==> config.mk <==
export PLATFORM = sky130hd
export DESIGN_NAME = feature_cache_write_arbiter
export DESIGN_NICKNAME = d
export VERILOG_FILES = /design/src/rtl/feature_cache_write_arbiter_pkg.sv /design/src/rtl/feature_cache_write_arbiter_rr_pick.sv /design/src/rtl/feature_cache_write_arbiter.sv
export SDC_FILE = /design/constraint.sdc
export NUM_CORES = 1
export LEC_CHECK = 0
export ABC_CLOCK_PERIOD_IN_PS = 1810
export BUFFER_PORTS_ARGS = -buffer_cell sky130_fd_sc_hd__buf_2
export CAP_MARGIN = 20
export CELL_PAD_IN_SITES_DETAIL_PLACEMENT = 1
export CELL_PAD_IN_SITES_GLOBAL_PLACEMENT = 2
export CORE_ASPECT_RATIO = 0.5
export CORE_MARGIN = 8
export CORE_UTILIZATION = 23
export CTS_CLUSTER_DIAMETER = 40
export DETAILED_ROUTE_END_ITERATION = 8
export PLACE_DENSITY = 0.85
export SLEW_MARGIN = 20
export SYNTH_ARGS = -nofsm -noshare
export SYNTH_HDL_FRONTEND = slang
export SYNTH_HIERARCHICAL = 1
export SYNTH_SLANG_ARGS = --single-unit
==> constraint.sdc <==
create_clock -name clk -period 1.81 [get_ports clk]
set_clock_uncertainty 0.05 [all_clocks]
set_input_delay 0.362 -clock clk [delete_from_list [all_inputs] [get_ports clk]]
set_output_delay 0.362 -clock clk [all_outputs]
set_load 0.1 [all_outputs]
==> src/rtl/feature_cache_write_arbiter_pkg.sv <==
// Shared types and defaults for the feature-cache write-port arbiter.
// Cache geometry and the write-port struct are reused by every cache writer.
package feature_cache_write_arbiter_pkg;

    localparam int unsigned FC_ADDR_WIDTH   = 10;
    localparam int unsigned FC_WORD_SIZE    = 32;
    localparam int unsigned FCW_ARB_NUM_REQ = 2;
    localparam int unsigned FCW_ARB_TIMEOUT = 1024;
    localparam int unsigned IDLE_CNT_WIDTH  = 16;

    typedef struct packed {
        logic                     we;
        logic [FC_ADDR_WIDTH-1:0] waddr;
        logic [FC_WORD_SIZE-1:0]  wdata;
    } fc_write_t;

    typedef enum logic {
        StIdle  = 1'b0,
        StBurst = 1'b1
    } fcw_arb_state_e;

    function automatic int unsigned wrap_inc(input int unsigned idx, input int unsigned n);
        return (idx + 1 >= n) ? 0 : idx + 1;
    endfunction

endpackage

==> src/rtl/feature_cache_write_arbiter_rr_pick.sv <==
// Combinational round-robin picker: first set request bit at or above ptr, wrapping.
// Shared by arbiters that multiplex a single port.
module feature_cache_write_arbiter_rr_pick #(
    parameter int unsigned N = 2,
    localparam int unsigned IdxW = (N > 1) ? $clog2(N) : 1
) (
    input  logic [N-1:0]    req,
    input  logic [IdxW-1:0] ptr,
    output logic [IdxW-1:0] grant_idx,
    output logic            any
);

    logic [2*N-1:0] req_dbl;
    logic [N-1:0]   req_rot;
    int             first;
    int             sum;

    always_comb begin
        // Rotate so that bit 0 corresponds to ptr; the lowest set bit is the winner.
        req_dbl = {req, req} >> ptr;
        req_rot = req_dbl[N-1:0];
        any     = |req;
        first   = 0;
        for (int i = int'(N) - 1; i >= 0; i--) begin
            if (req_rot[i]) first = i;
        end
        sum = int'(ptr) + first;
        if (sum >= int'(N)) sum = sum - int'(N);
        grant_idx = IdxW'(sum);
    end

endmodule

==> src/rtl/feature_cache_write_arbiter.sv <==
// Round-robin burst arbiter for the shared feature-cache write port, with a
// stall watchdog and a registered write output.
module feature_cache_write_arbiter
    import feature_cache_write_arbiter_pkg::*;
#(
    parameter int unsigned NUM_REQ    = FCW_ARB_NUM_REQ,
    parameter int unsigned ADDR_WIDTH = FC_ADDR_WIDTH,
    parameter int unsigned WORD_SIZE  = FC_WORD_SIZE,
    parameter int unsigned TIMEOUT    = FCW_ARB_TIMEOUT,
    localparam int unsigned IdxW      = (NUM_REQ > 1) ? $clog2(NUM_REQ) : 1
) (
    input  logic                          clk,
    input  logic                          reset,
    input  logic [NUM_REQ-1:0]            req_valid,
    input  logic [NUM_REQ-1:0]            req_last,
    input  logic [NUM_REQ*ADDR_WIDTH-1:0] req_addr,
    input  logic [NUM_REQ*WORD_SIZE-1:0]  req_data,
    output logic [NUM_REQ-1:0]            req_ready,
    output fc_write_t                     fcw,
    output logic                          busy,
    output logic                          burst_done,
    output logic                          timeout_err,
    output logic [IdxW-1:0]               done_id
);

    fcw_arb_state_e            state_q, state_d;
    logic [IdxW-1:0]           grant_q, grant_d;
    logic [IdxW-1:0]           rr_ptr_q, rr_ptr_d;
    logic [IDLE_CNT_WIDTH-1:0] idle_cnt_q, idle_cnt_d;
    logic [IDLE_CNT_WIDTH-1:0] beat_cnt_q, beat_cnt_d;
    fc_write_t                 fcw_q, fcw_d;
    logic                      burst_done_q, burst_done_d;
    logic                      timeout_err_q, timeout_err_d;
    logic [IdxW-1:0]           done_id_q, done_id_d;

    logic [IdxW-1:0]       pick_idx;
    logic                  pick_any;
    logic [IdxW-1:0]       ptr_inc;
    logic                  cur_valid;
    logic                  cur_last;
    logic [ADDR_WIDTH-1:0] cur_addr;
    logic [WORD_SIZE-1:0]  cur_data;
    logic                  timeout_hit;

    feature_cache_write_arbiter_rr_pick #(
        .N(NUM_REQ)
    ) u_rr_pick (
        .req      (req_valid),
        .ptr      (rr_ptr_q),
        .grant_idx(pick_idx),
        .any      (pick_any)
    );

    assign cur_valid   = req_valid[grant_q];
    assign cur_last    = req_last[grant_q];
    assign cur_addr    = req_addr[32'(grant_q) * ADDR_WIDTH +: ADDR_WIDTH];
    assign cur_data    = req_data[32'(grant_q) * WORD_SIZE +: WORD_SIZE];
    assign ptr_inc     = IdxW'(wrap_inc(32'(grant_q), NUM_REQ));
    // A zero TIMEOUT disables the watchdog entirely.
    assign timeout_hit = (TIMEOUT != 0) && (idle_cnt_q == IDLE_CNT_WIDTH'(TIMEOUT - 1));

    always_comb begin
        req_ready = '0;
        if (state_q == StBurst) req_ready[grant_q] = 1'b1;
    end

    always_comb begin
        state_d       = state_q;
        grant_d       = grant_q;
        rr_ptr_d      = rr_ptr_q;
        idle_cnt_d    = idle_cnt_q;
        beat_cnt_d    = beat_cnt_q;
        fcw_d         = fcw_q;
        fcw_d.we      = 1'b0;
        burst_done_d  = 1'b0;
        timeout_err_d = 1'b0;
        done_id_d     = done_id_q;

        case (state_q)
            StIdle: begin
                if (pick_any) begin
                    grant_d    = pick_idx;
                    idle_cnt_d = '0;
                    beat_cnt_d = '0;
                    state_d    = StBurst;
                end
            end
            StBurst: begin
                if (cur_valid) begin
                    fcw_d.we    = 1'b1;
                    fcw_d.waddr = cur_addr;
                    fcw_d.wdata = cur_data;
                    idle_cnt_d  = '0;
                    if (beat_cnt_q != '1) beat_cnt_d = beat_cnt_q + 1'b1;
                    if (cur_last) begin
                        state_d      = StIdle;
                        rr_ptr_d     = ptr_inc;
                        burst_done_d = 1'b1;
                        done_id_d    = grant_q;
                    end
                end else if (timeout_hit) begin
                    state_d       = StIdle;
                    rr_ptr_d      = ptr_inc;
                    timeout_err_d = 1'b1;
                    done_id_d     = grant_q;
                end else if (idle_cnt_q != '1) begin
                    idle_cnt_d = idle_cnt_q + 1'b1;
                end
            end
            default: state_d = StIdle;
        endcase
    end

    always_ff @(posedge clk) begin
        if (reset) begin
            state_q       <= StIdle;
            grant_q       <= '0;
            rr_ptr_q      <= '0;
            idle_cnt_q    <= '0;
            beat_cnt_q    <= '0;
            fcw_q         <= '0;
            burst_done_q  <= 1'b0;
            timeout_err_q <= 1'b0;
            done_id_q     <= '0;
        end else begin
            state_q       <= state_d;
            grant_q       <= grant_d;
            rr_ptr_q      <= rr_ptr_d;
            idle_cnt_q    <= idle_cnt_d;
            beat_cnt_q    <= beat_cnt_d;
            fcw_q         <= fcw_d;
            burst_done_q  <= burst_done_d;
            timeout_err_q <= timeout_err_d;
            done_id_q     <= done_id_d;
        end
    end

    assign fcw         = fcw_q;
    assign busy        = (state_q == StBurst);
    assign burst_done  = burst_done_q;
    assign timeout_err = timeout_err_q;
    assign done_id     = done_id_q;

endmodule

# Word-level counts from Yosys, hierarchy flattened
# Cells that the tools add are included.
[totals]
regBits = 65
in_bits = 90
word_cells = 70
[classes]
shifts = 3
add_sub_neg = 4
mul = 1
n_bitwise = 2
muxes = 30
magnitude_cmp = 4
reduce_logical = 10
n_eq_ne = 6
[ops]
columns = ["op", "count"]
rows = [
  ["two-way mux 16 bit", 4],
  ["indexed part select 64 x 7 -> 32 bit", 1],
  ["two-way mux 43 bit", 1],
  ["case mux 16 bit (2 select lines)", 1],
  ["two-way mux 1 bit", 21],
  ["indexed part select 20 x 6 -> 10 bit", 1],
  ["adder 16 x 1 -> 16 bit (second input constant)", 1],
  ["== test 16 x 10 -> 1 bit (second input constant)", 1],
  ["!= test 16 bit (second input constant)", 1],
  ["AND reduction 3 bit", 2],
  ["OR reduction 3 bit", 2],
  [">= comparator 2 bit (second input constant)", 2],
  ["multiplier 1 x 3 -> 4 bit (second input constant)", 1],
  ["AND reduction 2 bit", 2],
  ["OR reduction 2 bit", 2],
  ["right shift 4 x 1 -> 2 bit", 1],
  ["!= test 3 x 1 -> 1 bit (second input constant)", 1],
  ["!= test 3 bit (second input constant)", 1],
  ["adder 1 x 1 -> 2 bit", 1],
  ["adder 1 x 1 -> 2 bit (second input constant)", 1],
  ["less-than comparator 1 x 2 -> 1 bit (second input constant)", 1],
  ["two-way mux 2 bit", 1],
  ["!= test 2 x 1 -> 1 bit (second input constant)", 1],
  ["!= test 2 bit (second input constant)", 1],
  ["other kinds (7)", 8],
]

# Depth between registers and ports, before layout
[depth]
ltp_word = 6
ltp_mapped = 8

# Modules after synthesis
# Netlist, hierarchy kept.
[by_module_without_submodules]
columns = ["module", "area_per_inst_um2", "n_inst", "cells_each"]
rows = [
  ["feature_cache_write_arbiter", 2966.6, 1, 322],
  ["feature_cache_write_arbiter_rr_pick", 18.8, 1, 4],
]

# Worst setup path after synthesis
# Ideal clock, no wire load.
[synth_path]
kind = "register to output"
startpoint = "reg state_q, in the netlist busy"
endpoint = "out req_ready[0]"
t_arrival_ns = 2.567
path_buffers = 0
stages_incl_launch_ff = 3
path_slack_ns = -1.169
required_ns = 1.398
path_cell_list = "dfxtp_1 -> inv_1 -> nor2_1"
[synth_via]
elab_chain_cells = 1
[synth_lines]
columns = ["element", "line", "text"]
rows = [
  ["start: declaration", "feature_cache_write_arbiter.sv:26", "fcw_arb_state_e state_q, state_d;"],
  ["start signal: assignment", "feature_cache_write_arbiter.sv:116", "state_q <= StIdle;"],
  ["start signal: assignment", "feature_cache_write_arbiter.sv:126", "state_q <= state_d;"],
  ["two-way mux 2 bit", "feature_cache_write_arbiter.sv:64", "if (state_q == StBurst) req_ready[grant_q] = 1'b1;"],
  ["end: declaration", "feature_cache_write_arbiter.sv:18", "output logic [NUM_REQ-1:0] req_ready,"],
]
# Every way passes these cells.

# Worst setup path after layout
[layout_path]
startpoint = "reg idle_cnt_q[14]"
endpoint = "reg idle_cnt_q[11]"
[layout_via]
elab_chain_cells = 3
word_cells_on_any_way = 5
classes_between = "eq/ne: 4; reduce/logical: 1"
[layout_lines]
columns = ["element", "line", "text"]
rows = [
  ["start: declaration", "feature_cache_write_arbiter.sv:29", "logic [IDLE_CNT_WIDTH-1:0] idle_cnt_q, idle_cnt_d;"],
  ["start signal: assignment", "feature_cache_write_arbiter.sv:129", "idle_cnt_q <= idle_cnt_d;"],
  ["!= test 16 bit or == test 16 x 10 -> 1 bit (tied branches)", "feature_cache_write_arbiter.sv:106, feature_cache_write_arbiter.sv:60", ""],
  ["!= test 3 x 1 -> 1 bit (no source line) or != test 3 bit (tied branches)", "--", ""],
  ["AND reduction 3 bit (no source line) (*)", "--", ""],
]
# Every way passes the cells marked *; elsewhere a longest branch is shown, timed or not.
# A chain may end at the register's enable or synchronous reset.

==> summary by stage <==
Drt
Dividing the detail-routed wire length by the instance count gives 16.4 um. For this run, the detailed router's first-pass iteration total came to 4. The DRC violations left is 0. The via density per instance is approximately 4.6. The post-detailed-route count of antenna-violating nets is 0.

The final wirelength is 10800 um. The vias after detailed routing is around 3.0k. The detailed router finished its first iteration with 81 violations.

Power
The total leakage power is 1.86 nW. Of the total power, the share spent switching nets is 35.9%. The power per cell area is 962 nW/um^2.

The internal power of the cells totals 0.00276 W. The clock network power share is 35.8%. Sequential cells burn 36.2% of the power. The design draws approximately 0.0043 W.

The worst vdd rail ir drop is ~460 uV. The relative contribution of combinational cells to total power is 27.9%. Summed over all nets, the switching power comes to 0.00155 W.

Die
In this run the vertical extent of the chip is 96.6 um. In this run the count of I/O pins placed on the die edge is 139. The initial standard-cell utilization of the core is 23.6%.

The die is 177 um wide. The floorplan step defined a die boundary enclosing 17100 um^2. The core region is 12700 um^2. After floorplanning, the core was divided into 29 placement rows.

Clock tree
The post-cts hold buffer count is 0. The number of clock sinks is 65. The insertion delay of the later-clocked pin in the worst-skew pair is 0.33 ns. The deepest level of the CTS H-tree is 3. Clock tree synthesis selected as its root buffer the cell clkbuf_16. After clock tree synthesis, the clock-pin slew on the worst setup and hold paths is 0.05 ns. The clock buffer count from CTS is 9. The TritonCTS clock tree is yes.

The clock tree buffer depth is 2.

Timing
For this run, the top clock speed supported by timing is 534 MHz. The worst pin sits at a relative slew slack of 65.7%. The measured slew at the worst slew-check pin is between 0.5 and 0.6 ns. For the finished layout, the period the worst path requires is between 1.5 and 2 ns.

After layout, the worst path uses 103% of the clock period. The total count of max-transition violations in the final report is 0. The final hold violation count is 0. Once routing completed, OpenROAD measured the worst setup slack at -0.0618 ns. Setup repair after global routing could not meet its margin everywhere.

The final-report setup violation count is 14.

Status
The flow ran to the end, but the final reports show violations. The final reports fail on setup timing.

GRT
The maximum number of pins on one net before global-route repair is 48. The number of global-route vias before repair is 3218. The initial antenna violation count came to 0. Global routing finished with a remaining overflow of 0. In the global route stage, overall resource usage came out at between 10% and 20%. The first global-routing pass estimated 16900 um of wire.

Placement
In this run the cell area measured after placement is 4100 um^2. The final weighted congestion in routability-driven placement is 0.789. The number of I/O port buffers is 138. The wire-length estimate of the detail-placed layout is 8060 um.

Synth
For this run, the leading register cell type out of synthesis is dfxtp_1. The share of Yosys cell area claimed by the top area cell type is 43.6%. Synthesis produced a netlist whose cell count is ~330. The per-instance average area after synthesis is 9.16 um^2. Sequential cells were found to cover 43.6% of the synthesized design area. The net count after synthesis is 417. The number of library cell types mapped by synthesis is 42. The number of synthesis warnings is 6.

The proportion of synthesized flip-flops having asynchronous set or reset is 0%. The most area-hungry cell type in the Yosys netlist is dfxtp_1. The count of state elements after synthesis is 65. After synthesis the cells add up to between 2000 and 3000 um^2. Yosys attributes the largest share of cell area to dfxtp_1 44%, mux2i_1 15%, a211oi_1 11%, nor2_1 7.0%, a21oi_1 2.0%.

In this run, synthesis inferred 0 flip-flops with an integrated enable.

Finish
Cells with a size suffix above 1 make up 42.8% of the layout. In the layout the commonest cells are 136 x buf_2, 60 x dfxtp_1, 53 x nor2_1. Compared with the post-synthesis result, the final layout area differs by 50.1%. The library cell used most frequently in the layout, excluding fill and tap cells, is buf_2. The final layout contains between 500 and 600 nets.

0 antenna diodes ended up in the layout. After routing the design area is 4480 um^2.

Setup path
The number of buffers and inverters on the critical path is 1. The worst setup path is of the reg -> reg kind. Traced cell by cell, the critical path runs through and4_1 -> and3_4 -> o211a_4 -> buf_4 -> or4_1 -> a21oi_2. The cell at the slowest stage of the critical path is or4_1. The largest fanout on the critical path is 7. The kind of start point of the critical path is a flip-flop. At the worst endpoint, the required time is 2.02 ns. The gate family responsible for the most delay along the worst path is simple AND/OR/NAND/NOR gates.

The endpoint arrival time on the critical path is 2.08 ns. The kind of end point of the critical path is a flip-flop. The delay of the slowest critical-path stage is 0.49 ns.

Run
Max-cap violations in this run came to 0.

Min path
The path category of the worst min-delay check is in -> reg.
[power groups by stage]
stage,combinational [W],clock [W],sequential (W)
detailed placement,0.00118,0,0.00159
global route,0.00127,0.00168,0.00157
global placement,0.00117,0,0.00159
CTS,0.00121,0.00159,0.00156
finish,0.00121,0.00154,0.00156
floorplan,0.000312,0,0.00216
[kinds of logic after synthesis]
kind of cell    share of synthesized area (%)
simple gates                             17.3
compound gates                           19.4
flops                                    43.6
mux                                      15.4
buf+inv                                  3.86
fa+ha+maj                               0.419
[layout make-up]
type,count,area (um^2)
Tap cell,170,213
Clock buffer,11,243
Multi-Input combinational cell,233,1640
Fill cell,1492,8180
Clock inverter,4,20.0
Inverter,2,7.51
Sequential cell,65,1310
Timing Repair Buffer,171,1040
[worst register-to-register path: stages (launching register included)]
cell and delay (ns):
dfxtp_1 0.31, and4_1 0.21, and3_4 0.18, o211a_4 0.28
buf_4 0.15, or4_1 0.49, a21oi_2 0.12
[flip-flops by register name, indices dropped and copies added, names as in the netlist]
register and flops:
rr_ptr_q 1, timeout_err 1, grant_q 1, fcw 43, busy 1, idle_cnt_q 16
done_id 1, burst_done 1
[cells in the mapped netlist (2+ instances only)]
cell type  instances
a211oi_1          44
mux2i_1           46
or3_1              2
nand2_1           10
a41oi_1            2
nand2b_1           2
buf_1              8
o21ai_0            5
nand3_1            6
clkbuf_1          15
dfxtp_1           65
nor2_1            56
a311oi_1           4
a31oi_1            4
o31ai_1            4
a21oi_1           12
and4_1             2
nor3_1             4
inv_1              2
or4_1              4
buf_2              2
and2_1             2
nand4_1            3
and3_1             4
[metal layers]
layer  routed length [um]  vias to the layer above  track usage [%]  part of all wire, %
met5                    0                        -                0                    0
met4                  104                        0             3.61                 0.96
met3                  299                        9             3.84                  2.8
met2                 6100                       45             24.7                   57
met1                 4280                     1421             13.1                   40
li1                     -                     1525                -                    -
[repair_timing]
item                       4_1_cts  5_1_grt
buffers inserted                 1        0
gates resized for setup          4        6
cloned                           2        0
pin swaps                        2        1
setup endpoints to repair       16       19
[metrics by stage]
| step | TNS, ns | std cells | setup slack (ns) | utilization (%) | hold slack, ns |
|---|---|---|---|---|---|
| 6_report | -0.423 | 656 | -0.0618 | 35.4 | 0.311 |
| 5_1_grt | -1.64 | 656 | -0.157 | 35.4 | 0.307 |
| 4_1_cts | -0.496 | 656 | -0.0682 | 35.2 | 0.277 |
| 3_5_place_dp | -0.604 | 638 | -0.0943 | 32.4 | 0.431 |
| 3_3_place_gp | -0.151 | 638 | -0.0578 | 32.4 | 0.418 |
| 2_1_floorplan | 0 | 326 | 0.00442 | - | 0.404 |
[final timing paths]
kind                                             startpoint                          end  slack, ns  cells past startpoint
worst max register to register  idle_cnt_q[14]$_SDFFE_PP0P_  idle_cnt_q[11]$_SDFFE_PP0P_      -0.06                      6
worst min-delay path                                  reset  idle_cnt_q[12]$_SDFFE_PP0P_       0.31                      2
worst max-delay path            idle_cnt_q[14]$_SDFFE_PP0P_  idle_cnt_q[11]$_SDFFE_PP0P_      -0.06                      6
worst min register to register         fcw[39]$_SDFFE_PP0N_         fcw[39]$_SDFFE_PP0N_       0.44                      2
Power figures use the tool's default switching activity.
